<file path="config.mk">
export PLATFORM = sky130hd
export DESIGN_NAME = data_sram_bridge
export DESIGN_NICKNAME = d
export VERILOG_FILES = /design/src/rtl/data_sram_bridge_pkg.sv /design/src/rtl/dsram_lane_align.sv /design/src/rtl/data_sram_bridge.sv
export SDC_FILE = /design/constraint.sdc
export NUM_CORES = 1
export LEC_CHECK = 0
export CAP_MARGIN = 30
export CORE_MARGIN = 2
export CORE_UTILIZATION = 68
export DETAILED_ROUTE_END_ITERATION = 12
export DONT_BUFFER_PORTS = 1
export GPL_TIMING_DRIVEN = 0
export PLACE_DENSITY_LB_ADDON = 0.15
export SLEW_MARGIN = 20
export SYNTH_ARGS = -nofsm -noshare
export SYNTH_HDL_FRONTEND = slang
export SYNTH_SLANG_ARGS = --single-unit
</file>
<file path="constraint.sdc">
create_clock -name clk -period 3.5 [get_ports clk]
set_input_delay 0.7 -clock clk [delete_from_list [all_inputs] [get_ports clk]]
set_output_delay 0.7 -clock clk [all_outputs]
set_load 0.03 [all_outputs]
</file>
<file path="src/rtl/data_sram_bridge_pkg.sv">
// Shared encodings for the M-stage data SRAM bridge: FSM states, size codes, strobes.
// Latency: n/a (constants and pure helpers only).
// Backpressure: n/a.
package data_sram_bridge_pkg;

    localparam logic [2:0] ST_IDLE  = 3'd0;
    localparam logic [2:0] ST_REQ   = 3'd1;
    localparam logic [2:0] ST_WAIT  = 3'd2;
    localparam logic [2:0] ST_DONE  = 3'd3;
    localparam logic [2:0] ST_DRAIN = 3'd4;

    localparam logic [1:0] SZ_BYTE = 2'd0;
    localparam logic [1:0] SZ_HALF = 2'd1;
    localparam logic [1:0] SZ_WORD = 2'd2;

    localparam logic [3:0] STRB_B = 4'b0001;
    localparam logic [3:0] STRB_H = 4'b0011;
    localparam logic [3:0] STRB_W = 4'b1111;

    function automatic logic [1:0] store_size(input logic [3:0] wen);
        case (wen)
            STRB_B:  return SZ_BYTE;
            STRB_H:  return SZ_HALF;
            default: return SZ_WORD;
        endcase
    endfunction

    function automatic logic misaligned(input logic [1:0] size, input logic [1:0] lo);
        return ((size == SZ_HALF) && lo[0]) || ((size == SZ_WORD) && (lo != 2'b00));
    endfunction

    // Natural alignment of the low address bits for a given access size.
    function automatic logic [1:0] align_lo(input logic [1:0] size, input logic [1:0] lo);
        case (size)
            SZ_BYTE: return lo;
            SZ_HALF: return {lo[1], 1'b0};
            default: return 2'b00;
        endcase
    endfunction

endpackage

</file>
<file path="src/rtl/dsram_lane_align.sv">
// Byte-lane steering: store strobe/data replication and load data right-justification.
// Latency: purely combinational.
// Backpressure: none; follows its inputs.
module dsram_lane_align
    import data_sram_bridge_pkg::*;
#(
    parameter int DW = 32
) (
    input  logic [1:0]    st_size,
    input  logic [3:0]    st_wen,
    input  logic [1:0]    st_lo,
    input  logic [DW-1:0] st_data,
    output logic [3:0]    wstrb,
    output logic [DW-1:0] wdata,
    input  logic [1:0]    ld_size,
    input  logic [1:0]    ld_lo,
    input  logic [DW-1:0] rdata_raw,
    output logic [DW-1:0] rdata
);

    logic [DW-1:0] rsh;

    assign wstrb = st_wen << st_lo;
    assign rsh   = rdata_raw >> {ld_lo, 3'b000};

    always_comb begin
        case (st_size)
            SZ_BYTE: wdata = {4{st_data[7:0]}};
            SZ_HALF: wdata = {2{st_data[15:0]}};
            default: wdata = st_data;
        endcase
    end

    always_comb begin
        case (ld_size)
            SZ_BYTE: rdata = {{(DW-8){1'b0}}, rsh[7:0]};
            SZ_HALF: rdata = {{(DW-16){1'b0}}, rsh[15:0]};
            default: rdata = rdata_raw;
        endcase
    end

endmodule

</file>
<file path="src/rtl/data_sram_bridge.sv">
// M-stage to split-transaction SRAM bus bridge, one transaction per memory instruction.
// Latency: 3 cycles minimum (IDLE+REQ+WAIT), DONE releases the pipeline; stalls until data_ok.
// Backpressure: holds data_req until data_addr_ok; DSRAM_ALIGN_CHECK_EN enables address-error traps.
module data_sram_bridge
    import data_sram_bridge_pkg::*;
#(
    parameter int AW = 32,
    parameter int DW = 32
) (
    input  logic          clk,
    input  logic          rst,
    input  logic          memenM,
    input  logic [3:0]    mem_wenM,
    input  logic [1:0]    loadsizeM,
    input  logic [AW-1:0] mem_addrM,
    input  logic [DW-1:0] writedataM,
    input  logic          flushM,
    input  logic          stall_extM,
    output logic [DW-1:0] readdataM,
    output logic          stall_memM,
    output logic          adelM,
    output logic          adesM,
    output logic          data_req,
    output logic          data_wr,
    output logic [1:0]    data_size,
    output logic [AW-1:0] data_addr,
    output logic [DW-1:0] data_wdata,
    output logic [3:0]    data_wstrb,
    input  logic          data_addr_ok,
    input  logic          data_data_ok,
    input  logic [DW-1:0] data_rdata
);

    typedef struct packed {
        logic          wr;
        logic [1:0]    size;
        logic [AW-1:0] addr;
        logic [DW-1:0] wdata;
        logic [3:0]    wstrb;
    } bus_req_t;

    logic [2:0]    state, state_nxt;
    bus_req_t      req_q, req_d;
    logic [DW-1:0] rdata_q;
    logic          is_store, mis_m, issue;
    logic [1:0]    size_m;
    logic [AW-1:0] addr_m;
    logic [3:0]    wstrb_m;
    logic [DW-1:0] wdata_m, rdata_al;

    assign is_store = |mem_wenM;
    // Load size 3 is not a legal encoding; treat it as a word.
    assign size_m   = is_store ? store_size(mem_wenM) : (loadsizeM[1] ? SZ_WORD : loadsizeM);

`ifdef DSRAM_ALIGN_CHECK_EN
    assign mis_m  = misaligned(size_m, mem_addrM[1:0]);
    assign addr_m = mem_addrM;
    assign adelM  = (state == ST_IDLE) & memenM & ~flushM & mis_m & ~is_store;
    assign adesM  = (state == ST_IDLE) & memenM & ~flushM & mis_m & is_store;
`else
    assign mis_m  = 1'b0;
    assign addr_m = {mem_addrM[AW-1:2], align_lo(size_m, mem_addrM[1:0])};
    assign adelM  = 1'b0;
    assign adesM  = 1'b0;
`endif

    assign issue = (state == ST_IDLE) & memenM & ~flushM & ~mis_m;

    dsram_lane_align #(.DW(DW)) u_lane (
        .st_size   (size_m),
        .st_wen    (mem_wenM),
        .st_lo     (addr_m[1:0]),
        .st_data   (writedataM),
        .wstrb     (wstrb_m),
        .wdata     (wdata_m),
        .ld_size   (req_q.size),
        .ld_lo     (req_q.addr[1:0]),
        .rdata_raw (data_rdata),
        .rdata     (rdata_al)
    );

    always_comb begin
        req_d.wr    = is_store;
        req_d.size  = size_m;
        req_d.addr  = addr_m;
        req_d.wdata = wdata_m;
        req_d.wstrb = wstrb_m;
    end

    always_comb begin
        state_nxt = state;
        case (state)
            ST_IDLE:  if (issue) state_nxt = ST_REQ;
            ST_REQ: begin
                if (data_addr_ok)
                    state_nxt = flushM ? ST_DRAIN : ST_WAIT;
                else if (flushM)
                    state_nxt = ST_IDLE;
            end
            ST_WAIT: begin
                // A response arriving with the flush is simply dropped.
                if (data_data_ok)
                    state_nxt = flushM ? ST_IDLE : ST_DONE;
                else if (flushM)
                    state_nxt = ST_DRAIN;
            end
            ST_DRAIN: if (data_data_ok) state_nxt = ST_IDLE;
            ST_DONE:  if (!stall_extM) state_nxt = ST_IDLE;
            default:  state_nxt = ST_IDLE;
        endcase
    end

    always_ff @(posedge clk) begin
        if (rst) begin
            state   <= ST_IDLE;
            req_q   <= '0;
            rdata_q <= '0;
        end else begin
            state <= state_nxt;
            if (issue)
                req_q <= req_d;
            if ((state == ST_WAIT) && data_data_ok && !flushM)
                rdata_q <= rdata_al;
        end
    end

    always_comb begin
        case (state)
            ST_IDLE:         stall_memM = memenM & ~mis_m & ~flushM;
            ST_REQ, ST_WAIT: stall_memM = 1'b1;
            default:         stall_memM = 1'b0;
        endcase
    end

    assign readdataM  = rdata_q;
    assign data_req   = (state == ST_REQ);
    assign data_wr    = req_q.wr;
    assign data_size  = req_q.size;
    assign data_addr  = req_q.addr;
    assign data_wdata = req_q.wdata;
    assign data_wstrb = req_q.wstrb;

endmodule

</file>
; Yosys cells after proc, flatten, opt, wreduce, memory -nomap -nowiden
; Cells that the tools add are included.
; W data, S select, Z words.
[word_totals]
register_bits = 106
input_bits = 109
out_inout_bits = 107
wordCells = 52
[op_classes]
eq_ne = 13
n_shift = 2
mux = 17
bitwise = 4
reduce_logical = 9
[op_table]
columns = operator, count
row1 = $pmux W32 S2, 2
row2 = $shr A32 B5 Y16, 1
row3 = $mux W3, 8
row4 = $pmux W3 S5, 1
row5 = $pmux W2 S2, 2
row6 = $eq A3 B2 Y1 const B, 2
row7 = $mux W2, 3
row8 = $ne A2 B2 Y1 const B, 3
row9 = $reduce_and A5 Y1, 1
row10 = $eq A2 B1 Y1 const B, 2
row11 = $eq A4 B1 Y1 const B, 1
row12 = $eq A4 B2 Y1 const B, 1
row13 = $logic_not A2 Y1, 2
row14 = $reduce_or A4 Y1, 1
row15 = $shl A4 B2 Y4, 1
row16 = $and A1 B1 Y1, 3
row17 = $eq A3 B1 Y1 const B, 1
row18 = $eq A3 B3 Y1 const B, 1
row19 = $logic_not A3 Y1, 1
row20 = $ne A3 B2 Y1 const B, 1
row21 = $ne A3 B3 Y1 const B, 1
row22 = $logic_and A1 B1 Y1, 2
row23 = $pmux W1 S2, 1
row24 = $reduce_or A2 Y1, 1
row25 = other kinds (2), 2

; Depth between registers and ports, before layout
; Gate-level depths: netlist (run 1).
[logic_depth]
depth_word = 6
ltp_mapped = 8
mapped_depth_nobuf = 4

; Modules after synthesis
; Synthesis (run 1) repeated with hierarchy kept, for this count alone.
[unflattened]
hier_cells = 648
area_unflattened_um2 = 4958.5
[modules_own_cells]
columns = mod, n_inst, cells_per_inst, area_per_inst_um2, seq_area_each_um2
row1 = data_sram_bridge, 1, 497, 3881.2, 2122.0
row2 = dsram_lane_align, 1, 151, 1077.3, 0.0

; Worst setup path after synthesis (run 1)
; No wires, ideal clock.
[synth_path]
path_type = input -> output
from = in flushM
to = out stall_memM
arrival_ns = 1.608
setup_slack_ns = 1.192
path_stages = 5
path_buffers = 2
path_cell_list = nor2_2 -> nand3_1 -> buf_2 -> buf_2 -> o21ai_0
[synth_via]
elab_chain_len = 3
[synth_rtl]
columns = element, line_no
row1 = from (decl), data_sram_bridge.sv:17  ; input logic flushM,
row2 = $not A1 Y1, data_sram_bridge.sv:129  ; ST_IDLE: stall_memM = memenM & ~mis_m & ~flushM;
row3 = $and A1 B1 Y1, data_sram_bridge.sv:129
row4 = $pmux W1 S2, data_sram_bridge.sv:128  ; case (state)
row5 = to (decl), data_sram_bridge.sv:20  ; output logic stall_memM,
; Every way passes these cells.

; Final worst setup path (run 1)
[layout_path]
from = reg state[2]
to = out stall_memM
[layout_via]
elab_chain_len = 3
elab_cells_between_ends = 5
[layout_rtl]
columns = element, line_no
row1 = from (decl), data_sram_bridge.sv:42  ; logic [2:0] state, state_nxt;
row2 = from (signal assigned), data_sram_bridge.sv:119  ; state <= state_nxt;
row3 = $eq A3 B1 Y1 / $eq A3 B2 Y1 (equally long branches), data_sram_bridge.sv:128
row4 = $reduce_or A2 Y1, data_sram_bridge.sv:128
row5 = $pmux W1 S2 *, data_sram_bridge.sv:128
; Mark *: on every way between the ends. The rest lies on a longest branch, timed or not.

==> results of run 1 <==
-- Yosys cell counts (2+ instances only) --
library cell / number / area [sq um]
nand2_1: 131 / 492
dfxtp_1: 106 / 2120
a21oi_1: 78 / 390
nand3_1: 46 / 230
nor2_1: 39 / 146
clkbuf_1: 22 / 82.6
mux2i_1: 16 / 160
buf_2: 15 / 75.1
o21ai_0: 11 / 55.1
a311oi_2: 10 / 150
and2_1: 9 / 56.3
nand2b_1: 9 / 56.3
nand4_1: 9 / 56.3
a211oi_1: 8 / 60.1
buf_6: 8 / 90.1
o211ai_1: 8 / 60.1
o221ai_2: 8 / 120
a311oi_1: 7 / 61.3
buf_4: 7 / 52.6
o21ai_1: 6 / 30.0
nor3_1: 5 / 25.0
and3_1: 3 / 18.8
nor2b_1: 3 / 18.8
a21o_1: 2 / 15.0
a221o_1: 2 / 20.0
buf_1: 2 / 7.51
inv_1: 2 / 7.51
nor2_2: 2 / 12.5
-- state kept, by name, indices dropped and copies added (netlist names) --
register / cells
data_addr: 32
data_size: 2
data_wdata: 32
data_wr: 1
data_wstrb: 4
readdataM: 32
state: 3
-- worst register-to-register path, stage by stage, from the launching register on --
cell and delay, ns:
dfxtp_1 0.59, buf_2 0.40, nor2_1 0.08, nor2_1 0.41, o211ai_1 0.17, o21ai_1 0.17
-- per-layer routing --
layer  routed length [um]  GRT usage, %  vias to the layer above
li1                     -             -                     2113
met1                 5060          39.6                     2112
met2                 6750          58.7                      290
met3                 1780          11.4                       50
met4                  545          16.0                        0
met5                    0             0                        -
-- placed cells by master, fill, tap and decap left out, types with 2 or more instances in the layout --
master    instances
a211oi_1          8
a21o_1            2
a21oi_1          78
a221o_1           2
a311oi_1          7
a311oi_2         10
and2_1            9
and3_1            3
buf_1             2
buf_2            15
buf_4             7
buf_6             8
clkbuf_1         22
clkbuf_8          9
clkinv_4          3
conb_1            2
dfxtp_1         106
inv_1             2
inv_6             2
inv_8             2
mux2i_1          16
nand2_1         131
nand2b_1          9
nand3_1          46
nand4_1           9
nor2_1           39
nor2_2            2
nor2b_1           3
nor3_1            5
o211ai_1          8
o21ai_0          11
o21ai_1           6
o221ai_2          8
-- report_power, final --
group	total, uW	internal [uW]	switching [uW]
clock network	740	278	462
registers	1460	1280	181
logic	375	136	239
-- worst paths after layout --
| check | startpoint | endpoint | slack [ns] | cells after the start |
|---|---|---|---|---|
| setup / recovery | state[2] | stall_memM | 0.75 | 6 |
| hold reg to reg | state[2] | state[1] | 0.58 | 2 |
| setup reg to reg | data_addr[1] | readdataM[5] | 1.61 | 5 |
| hold / removal | mem_addrM[20] | data_addr[20] | 0.44 | 2 |
-- through the flow --
| stage | setup slack, ns | power [uW] | cells |
|---|---|---|---|
| finish | 0.753 | 2570 | 711 |
| CTS | 0.775 | 2570 | 711 |
| global route | 0.667 | 2670 | 711 |
| global placement | 0.942 | 1840 | 695 |
| detailed placement | 0.904 | 1860 | 695 |
| floorplan | 1.19 | 1770 | 599 |
-- area by class of cell --
class / instances / area, sq um / area share (%)
multi-input cells: 437 / 2460 / 47.2
inverters: 2 / 7.51 / 0.144
flip-flops and latches: 106 / 2120 / 40.8
clock inverters: 7 / 66.3 / 1.27
well taps: 96 / 120 / 2.31
plain buffers: 54 / 308 / 5.91
clock buffers: 9 / 124 / 2.38
-- logic make-up after synthesis --
| logic type | count (synthesis) |
|---|---|
| flops | 106 |
| xor+xnor | 1 |
| simple gates | 268 |
| buf+inv | 56 |
| compound gates | 150 |
| other cells | 1 |
| mux | 16 |
==> results by group, run 1 <==
CTS
  • Clk_lat worst skew: 0.38 ns
  • Clock-pin slew on the worst setup and hold paths: roughly 0.11 ns
  • Clk buf depth: 2
  • CTS Hold Bufs: 0
  • TritonCTS clock tree: done
  • Clock root buffer: clkbuf_8
  • Clk sinks: 106
  • H-tree depth: 3
  • Total setup buffers inserted after CTS: 0
  • PostCTS Resize Cnt: 0
  • Cts bufs inserted: 9

Placement
  • Area post-placement: 5010 sq um
  • Hpwl dp: 10800 um
  • Port bufs: 0
  • GPL Wtd Cong: between 0.9 and 1

Power
  • Leakage: approximately 0.0018 uW
  • Power Dens Cells: 494 nW/um^2
  • Peak VDD IR: approximately 0.24 mV

Global routing
  • Pin count of the biggest net entering global routing: 21
  • Total global-route track usage: 34.7%
  • Initial antenna violation count: 0
  • Overflow left after global routing: 0
  • First-pass GRT wire length: 21100 um
  • Vias in the first global route: approximately 4300

Finish
  • Layout fillers: 553
  • Share of cells above drive strength 1: 12.0%
  • Diodes inserted: 0
  • Layout area overhead: 6.42%
  • Final Net Count: 719
  • Post-layout util: about three quarters
  • Final instance area: 5200 sq um

Die
  • Chip height: 88.8 um
  • Core area: 6870 sq um
  • Row count: 30
  • Horiz. Die Dim: 88.8 um
  • IO Count: ~220
  • Initial Util: around 71%
  • Die area: 7890 sq um

Synthesis
  • Largest family of logic cells by synthesized area: simple AND/OR/NAND/NOR gates
  • Post-Syn Instances: 598
  • Multiplexer share of the synthesized area: under 10%
  • Area share of xor/xnor cells in the synthesized design: less than 1%
  • Seq cells post-synth: between 100 and 150
  • Syn. warnings: 0
  • Post-synthesis adder-cell area fraction: 0%
  • Top_reg_cell synth: dfxtp_1
  • Post-synthesis async set-or-reset flop share: 0%
  • Seq/Total Area, Yosys: approximately 43%
  • Post-synth EDFFs: 0
  • Post-synthesis simple-gate area fraction: 24.8%
  • Compound-Gate Fraction of Synth Area: a little over a fifth
  • Synth Cell Area: 4890 sq um
  • Post-synth cell types: 52
  • Syn avg cell area: 8.18 sq um

Worst setup path
  • Max FO, Critical Path: 10
  • Startpoint Class: flop
  • CP dominant cell by count: buf_2
  • CP Capture Type: primary output
  • Slowest library cell on the worst path: o21ai_0
  • Crit Path Class: flop to primary output
  • Worst path cell trace: buf_6, nor2_4, nand3_1, buf_2, buf_2, o21ai_0
  • Largest stage delay, worst path: 0.40 ns
  • Crit path buf inv count: 3
  • Required time worst endpoint: 2.80 ns
  • Worst path top cell family by delay: buffers and inverters
  • Crit path DAT: 2.05 ns

Timing
  • Worst hold margin: around 0.44 ns
  • Slew headroom: 38.2%
  • Achievable frequency: 364 MHz
  • Worst slew pin tran: 0.917 ns
  • Endpoints failing setup: 0
  • Unrepaired setup endpoints after global routing: false
  • Fin crit period: 2.75 ns
  • Slew Limit Fails: 0
  • Endpoints failing hold: 0
  • Setup TNS: 0 ns
  • Clk_skew: ~0.0084 ns
  • Final period util: 78.5%

Drt
  • Via count: around 4600
  • Via density: 6.42
  • Remaining DRCs: 0
  • WL/cell: about 20 um
  • Final wirelength: 14100 um
  • Post-DRT Antenna Nets: 0
  • DR pass1 iterations: 5
  • DRT iter0 DRCs: 314

Worst hold path
  • Worst hold path type: input pin to flop

Flow run
  • Max-cap viol count: 0

Outcome
  • Outcome: complete, no violations
(Power assumes the default switching activity.)
==> run 2: changes to the inputs <==
CORE_UTILIZATION = 57   (was 68)
clock period = 2.25 ns   (was 3.5 ns; I/O delays follow)
==> run 2 against run 1 <==
  * Worst hold slack lost 0.24 ns
  * Clock power increased by 99%
  * Die area rose by 18%
  * Sequential power increased by 55%
  * Largest power group unchanged
==> results by group, run 2 (same netlist as run 1, synthesis figures left out) <==
Drt
  • DRT iter0 DRCs: 195
  • Post-DRT Antenna Nets: 0
  • WL/cell: 19.8 um
  • Remaining DRCs: 0
  • Via count: approximately 4500
  • DR pass1 iterations: 5
  • Via density: about 6.2
  • Final wirelength: 14300 um

Worst setup path
  • CP startpoint: state[0]
  • Required time worst endpoint: 1.80 ns
  • Max FO, Critical Path: 19
  • Crit path to: stall_memM
  • Crit Path Class: flop to primary output
  • Crit path DAT: 1.65 ns
  • Startpoint Class: flop
  • CP Capture Type: primary output
  • R2R depth: 5
  • R2r startpoint: data_addr[0]
  • R2R setup slack: between 0.3 and 0.4 ns
  • R2r endpoint: readdataM[9]

Power
  • Leakage: 0.00182 uW
  • Peak VDD IR: 0.344 mV
  • Pwr Total: 4310 uW
  • Power Dens Cells: between 800 and 900 nW/um^2

CTS
  • Cts bufs inserted: 9
  • Clock root buffer: clkbuf_8
  • H-tree depth: 3
  • Clock-pin slew on the worst setup and hold paths: around 0.11 ns
  • Clk_lat worst skew: 0.37 ns
  • TritonCTS clock tree: done
  • Clk sinks: 106
  • CTS Hold Bufs: 0
  • Clk buf depth: 2

Global routing
  • Overflow left after global routing: 0
  • Pin count of the biggest net entering global routing: 20
  • GR Layer Usage met3: 11.4%
  • First-pass GRT wire length: 22600 um
  • Met2 Use GR: 48.3%
  • GRT Max-Usage Layer: met2
  • Total global-route track usage: 29.4%
  • Met1 Use GR: 35.3%
  • Vias in the first global route: 4327
  • Initial antenna violation count: 0

Timing
  • Setup TNS: 0 ns
  • Final period util: 93.4%
  • Worst slew pin tran: 0.646 ns
  • Slew Limit Fails: 0
  • Fin crit period: 2.10 ns
  • Slew headroom: 57.0%
  • Clk_skew: 0.0134 ns
  • Endpoints failing setup: 0
  • Endpoints failing hold: 0
  • Achievable frequency: 476 MHz
  • Unrepaired setup endpoints after global routing: false

Finish
  • Final Net Count: 718
  • Layout area overhead: 8.03%
  • Commonest cells after routing, fill and taps aside: nand2_1 (131), dfxtp_1 (106), a21oi_1 (78)
  • Final instance area: about 5300 sq um
  • Share of cells above drive strength 1: about 12%
  • Layout fillers: 744
  • Commonest non-fill, non-tap cell in the layout: nand2_1
  • Diodes inserted: 0

Placement
  • Port bufs: 0
  • Hpwl dp: 10900 um
  • GPL Wtd Cong: 0.908
  • Area post-placement: 5020 sq um

Worst hold path
  • Worst hold path type: input pin to flop

Die
  • Chip height: about 97 um
  • Row count: 33
  • Die area: 9340 sq um
  • Horiz. Die Dim: 96.6 um
  • Core area: approximately 8300 sq um
  • IO Count: between 200 and 250
  • Initial Util: roughly 59%

Outcome
  • Outcome: complete, no violations

Flow run
  • Max-cap viol count: 0
==> run 2: changes by cell type in the layout (fill, tap and decap cells not counted), sizes merged <==
| cell | previous run | this run |
|---|---|---|
| bufinv | 0 | 3 |
| clkinv | 3 | 0 |
| buf | 32 | 30 |
| clkbuf | 31 | 33 |
| inv | 6 | 5 |
==> run 2: critical path, stage by stage, from the launching register on <==
cell	delay (ns)
dfxtp_1	0.35
nor2_2	0.21
nand3_1	0.22
clkbuf_4	0.30
o21ai_2	0.20
==> run 2: worst min path at each step <==
stage,to,startpoint,slack (ns),cells after the start
6_report,data_addr[29],mem_addrM[29],0.20,2
5_1_grt,data_addr[22],mem_addrM[22],0.18,2
3_5_place_dp,state[1],state[2],0.57,2
4_1_cts,data_addr[24],mem_addrM[24],0.19,2
3_3_place_gp,state[1],state[2],0.56,2
2_1_floorplan,state[1],state[2],0.54,2
==> run 2: report_power, final <==
part | total, uW | internal, uW | leakage [uW] | switching [uW]
Combinational | 585 | 213 | 0.000827 | 372
Clock | 1470 | 786 | 0.000129 | 680
Sequential | 2260 | 1980 | 0.000862 | 278
==> run 2: cell type report <==
class                           instances  area, sq um  area share (%)
Multi-Input combinational cell        437         2460            46.6
Sequential cell                       106         2120            40.2
Buffer                                 53          305            5.78
Clock buffer                           10          138            2.61
Tap cell                              105          131            2.49
Clock inverter                          6          119            2.25
Inverter                                2         7.51           0.142
==> run 2: repair_timing <==
item | in CTS | in global routing
setup buffers | 0 | 0
resized for setup | 2 | 1
endpoints found under the setup margin | 1 | 1
==> run 2: per-layer routing <==
layer,wire [um],share of wire [%]
met4,320,2.2
met2,6780,48
met1,5540,39
met5,0,0
met3,1620,11
==> run 2: through the flow <==
step / setup slack, ns / instances / util (%) / hold WS (ns)
2_1_floorplan: 0.442 / 599 / - / 0.535
3_3_place_gp: 0.167 / 704 / 60.8 / 0.555
3_5_place_dp: 0.148 / 704 / 60.8 / 0.571
4_1_cts: 0.0911 / 719 / 63.9 / 0.190
5_1_grt: 0.0379 / 719 / 64.0 / 0.180
6_report: 0.149 / 719 / 64.0 / 0.196
==> run 3: changes to the inputs <==
SLEW_MARGIN = not set   (was 20)
==> results of run 3 <==
No change in the layout: final DEF, timing and power equal those of run 2.
